===== config.mk =====
export PLATFORM = sky130hd
export DESIGN_NAME = timeshared_demux_deser
export DESIGN_NICKNAME = d
export VERILOG_FILES = /design/src/rtl/timeshared_demux_deser.sv
export SDC_FILE = /design/constraint.sdc
export NUM_CORES = 1
export LEC_CHECK = 0
export BUFFER_PORTS_ARGS = -buffer_cell sky130_fd_sc_hd__buf_4
export CORE_MARGIN = 3
export CORE_UTILIZATION = 30
export DETAILED_ROUTE_END_ITERATION = 16
export PLACE_DENSITY = 0.55
export SLEW_MARGIN = 5
export SYNTH_ARGS = -nofsm -noshare
export SYNTH_HDL_FRONTEND = slang
export SYNTH_SLANG_ARGS = --single-unit

===== constraint.sdc =====
create_clock -name clk -period 3.6 [get_ports clk]
set_input_delay 0.9 -clock clk [delete_from_list [all_inputs] [get_ports clk]]
set_output_delay 0.9 -clock clk [all_outputs]
set_load 0.005 [all_outputs]

===== src/rtl/timeshared_demux_deser.sv =====
// timeshared_demux_deser: recovers two lanes of WORD_W-bit words from a 2:1 interleaved bit stream
//   clk          rising-edge clock shared with the upstream multiplexer
//   rst          asynchronous active-low reset
//   din          interleaved serial bit, one slot per clock
//   sync         marks a slot carrying a lane2 bit (phase reference)
//   clr          synchronous drop-lock
//   lane1_word   recovered lane1 word, bit 0 = first received; lane1_valid one-cycle strobe
//   lane2_word   recovered lane2 word, bit 0 = first received; lane2_valid one-cycle strobe
//   locked       high while the slot phase is locked
//   sync_err     one-cycle pulse when sync lands on an expected lane1 slot
module timeshared_demux_deser #(
    parameter int WORD_W = 4
) (
    input  logic              clk,
    input  logic              rst,
    input  logic              din,
    input  logic              sync,
    input  logic              clr,
    output logic [WORD_W-1:0] lane1_word,
    output logic              lane1_valid,
    output logic [WORD_W-1:0] lane2_word,
    output logic              lane2_valid,
    output logic              locked,
    output logic              sync_err
);
    localparam int CW = $clog2(WORD_W);
    localparam logic [CW-1:0] LAST = CW'(WORD_W - 1);

    typedef enum logic {UNLOCKED, LOCKED} state_t;

    state_t            state, state_nxt;
    logic              phase, phase_nxt;
    logic [CW-1:0]     cnt1, cnt1_nxt, cnt2, cnt2_nxt;
    logic [WORD_W-1:0] sr1, sr1_nxt, sr2, sr2_nxt;
    logic [WORD_W-1:0] word1_nxt, word2_nxt;
    logic              v1_nxt, v2_nxt, err_nxt, start;

    assign locked = state == LOCKED;
    // phase=1 means the next slot is expected on lane1; a sync there (or any sync while
    // unlocked) restarts alignment with this slot as lane2 bit 0
    assign start = sync && (state == UNLOCKED || phase);

    always_comb begin
        state_nxt = state;
        phase_nxt = phase;
        cnt1_nxt  = cnt1;
        cnt2_nxt  = cnt2;
        sr1_nxt   = sr1;
        sr2_nxt   = sr2;
        word1_nxt = lane1_word;
        word2_nxt = lane2_word;
        v1_nxt    = 1'b0;
        v2_nxt    = 1'b0;
        err_nxt   = 1'b0;
        if (clr) begin
            state_nxt = UNLOCKED;
            phase_nxt = 1'b0;
            cnt1_nxt  = '0;
            cnt2_nxt  = '0;
        end else if (start) begin
            state_nxt = LOCKED;
            phase_nxt = 1'b1;
            err_nxt   = state == LOCKED;
            sr2_nxt   = {{(WORD_W-1){1'b0}}, din};
            cnt2_nxt  = CW'(1);
            cnt1_nxt  = '0;
        end else if (state == LOCKED && !phase) begin
            phase_nxt     = 1'b1;
            sr2_nxt[cnt2] = din;
            cnt2_nxt      = cnt2 == LAST ? '0 : cnt2 + CW'(1);
            v2_nxt        = cnt2 == LAST;
            word2_nxt     = cnt2 == LAST ? sr2_nxt : lane2_word;
        end else if (state == LOCKED) begin
            phase_nxt     = 1'b0;
            sr1_nxt[cnt1] = din;
            cnt1_nxt      = cnt1 == LAST ? '0 : cnt1 + CW'(1);
            v1_nxt        = cnt1 == LAST;
            word1_nxt     = cnt1 == LAST ? sr1_nxt : lane1_word;
        end
    end

    always_ff @(posedge clk or negedge rst) begin
        if (!rst) begin
            state       <= UNLOCKED;
            phase       <= 1'b0;
            cnt1        <= '0;
            cnt2        <= '0;
            sr1         <= '0;
            sr2         <= '0;
            lane1_word  <= '0;
            lane2_word  <= '0;
            lane1_valid <= 1'b0;
            lane2_valid <= 1'b0;
            sync_err    <= 1'b0;
        end else begin
            state       <= state_nxt;
            phase       <= phase_nxt;
            cnt1        <= cnt1_nxt;
            cnt2        <= cnt2_nxt;
            sr1         <= sr1_nxt;
            sr2         <= sr2_nxt;
            lane1_word  <= word1_nxt;
            lane2_word  <= word2_nxt;
            lane1_valid <= v1_nxt;
            lane2_valid <= v2_nxt;
            sync_err    <= err_nxt;
        end
    end
endmodule


==> flow_summary.toml <==
[run_status]
outcome = "finished, final reports clean"

[final_layout]
final_cell_mix = "dfrtp_1 (24), buf_4 (16), a21oi_1 (14), ha_1 (9), inv_1 (7)"
layout-drive-gt1-share_pct = 23.2
utilization_pct = 37.7
nNetsFinal = 140
syn2layout_area_growth_pct = 17.1
regArea_um2 = 601
fill_cells = 378
insertedDiodeCount = 0
final_common_cell = "dfrtp_1"
multi_input_area_um2 = 544

[routing]
viasPerCell = 4.82
ant_nets = 0
routed_wl_mm = 2.26
avgRoutedWirePerCell_um = 13.1
num_vias = 833
dr.first_iter.drc_count = 16
drt-pass1-iter-count = 4
route.detailed.drc = 0

[placed_design]
hpwl_mm = 1.57
post-place-ws_ns = 1.57
globalplace.congestion = 0.792
port_buffers = 16

[logic_synthesis]
synth_cell_types = 26
synthSimpleGateAreaFrac_pct = 12.5
ys_seq_area_share_pct = 49.4
synth_top_area_cell = "dfrtp_1"
synth.avg_cell_area_um2 = 10.8
synthMuxAreaShare_pct = 9.99
synth_fa_ha_area_share_pct = 9.27
ys_top_cells_by_area = "dfrtp_1 (49%), ha_1 (9.3%), a21oi_1 (5.8%)"
syn_nets = 126
syn_area_um2 = 1210
synth_top_family_by_area = "compound AO/OA/AOI/OAI gates"
synth_warnings = 0
synth-seq-cells = 24
synthXorXnorAreaFrac_pct = 0
synth_top_area_share_pct = 49.4
synth_compound_area_share_pct = 13.1
syn_inst = 112

[worst_hold_path]
min_path_type = "reg2reg"
min_from = "sr2[1]"

[timing]
finClkSkew_ns = 0.00241
tightest_slew_ns = 0.343
max_slew_margin_pct = 77.2
timing.fmax_ghz = 0.527
finalSetupViolCount = 0
tns_ns = 0
finalCritPeriodShare_pct = 52.7
rsz0062_at_grt = "false"
holdWs_ns = 0.510
drv_slew = 0
min_period_ns = 1.90
hold_viol = 0
setup_slack_ns = 1.70

[worst_setup_path]
arrival_ns = 1.00
cp-startpoint = "locked"
crit_path_max_incr_delay_ns = 0.55
crit_required_ns = 2.70
cpMaxStageDelayCell = "dfrtp_1"
crit_chain = "buf_4"
worstSetupEndpointType = "output port"
cp_top_family = "flip-flops"
path_class = "reg2out"
critPathMaxFanout = 12
cp-start-kind = "register"
timing.rr.start = "cnt2[0]"
path_buf_inv = 1

[clock_network]
htreeDepth = 1
cts-buffers-inserted = 3
cts_tree = "done"
cts_sinks = 24
cts_root_buf = "clkbuf_8"
clkSlewWorstSetupHoldPaths_ns = 0.09
cts.hold.buffers_added = 0
clock_latency_ns = 0.26
cts_setup_buffers = 0
post_cts_resized = 0
cts_max_path_buffers = 2

[floorplan]
dieArea_um2 = 4850
die_y_um = 69.6
rows = 22
core_um2 = 3770
ios = 17
start_util_pct = 32.2
die_w_um = 69.6

[global_routing]
grt-ovfl-total = 0
grt_use_total_pct = 9.26
grt_max_degree = 25
grt_first_pass_wirelength_mm = 3.62
antenna_found_initial = 0
grt_pass1_vias = 794

[power]
finalPower_mw = 0.606
max-vdd-ir-drop_mv = 0.159
power.leakage_nw = 0.679
p_per_area_nw_per_um2 = 426

[job]
maxCapViolations = 0
metrics by stage:
stage	instance area, um^2	cells
6_report	1420	173
4_1_cts	1420	173
5_1_grt	1420	173
2_1_floorplan	1210	112
3_5_place_dp	1350	169
3_3_place_gp	1350	169
cell families after synthesis:
| kind of cell | Yosys count |
|---|---|
| AOI/OAI and AO/OA | 27 |
| and+or+nand+nor | 27 |
| DFF | 24 |
| buffers and inverters | 14 |
| muxes | 11 |
| adders and majority gates | 9 |
worst paths after layout:
path                                 endpoint  slack [ns]  cells past startpoint
max in group asynchronous       lane2_word[2]        2.85                      1
worst min register to register         sr2[1]        0.51                      1
min in group asynchronous            sync_err        0.52                      1
worst min-delay path                   sr2[1]        0.51                      1
worst max-delay path                   locked        1.70                      1
worst max register to register         sr2[0]        2.07                      5
area by class of cell:
class / instances / area share [%]
clock buffer: 3 / 2.90
clock inverter: 1 / 2.11
inverter: 7 / 1.85
multi-input combinational: 74 / 38.3
sequential: 24 / 42.2
tap: 48 / 4.22
timing repair buffer: 16 / 8.44
synth_stat cells:
| library cell | count |
|---|---|
| dfrtp_1 | 24 |
| a21oi_1 | 14 |
| ha_1 | 9 |
| inv_1 | 7 |
| a31oi_1 | 6 |
| nand2_1 | 6 |
| nor2_1 | 6 |
| mux2_2 | 5 |
| mux2i_1 | 5 |
| nor2b_1 | 4 |
| nand2b_1 | 3 |
| o21ai_0 | 3 |
| and4bb_2 | 2 |
| buf_2 | 2 |
| buf_4 | 2 |
| clkbuf_1 | 2 |
| nand3_1 | 2 |
| o2bb2ai_1 | 2 |
| a311oi_1 | 1 |
| buf_6 | 1 |
| mux2_4 | 1 |
| nand2_2 | 1 |
| nand4_1 | 1 |
| nor3_1 | 1 |
| nor4bb_1 | 1 |
| o311a_1 | 1 |
layer usage:
| metal | part of all wire [%] | global-route usage (%) | vias up |
|---|---|---|---|
| li1 | - | - | 414 |
| met1 | 50 | 12.3 | 399 |
| met2 | 45 | 14.0 | 16 |
| met3 | 3.8 | 2.17 | 4 |
| met4 | 1.5 | 4.68 | 0 |
| met5 | 0 | 0 | - |
flip-flops by register name, summed over array words and instances (netlist names), 2 cells and up:
signal	count
sr2	3
lane1_word	4
sr1	4
cnt1	2
lane2_word	4
cnt2	2
report_power, final:
| part | switching (mW) | internal [mW] | leakage, nW |
|---|---|---|---|
| Clock | 0.0882 | 0.149 | 0.0357 |
| Sequential | 0.0144 | 0.287 | 0.324 |
| Combinational | 0.0336 | 0.0341 | 0.319 |
No activity file was read; power rests on OpenSTA's default activity.
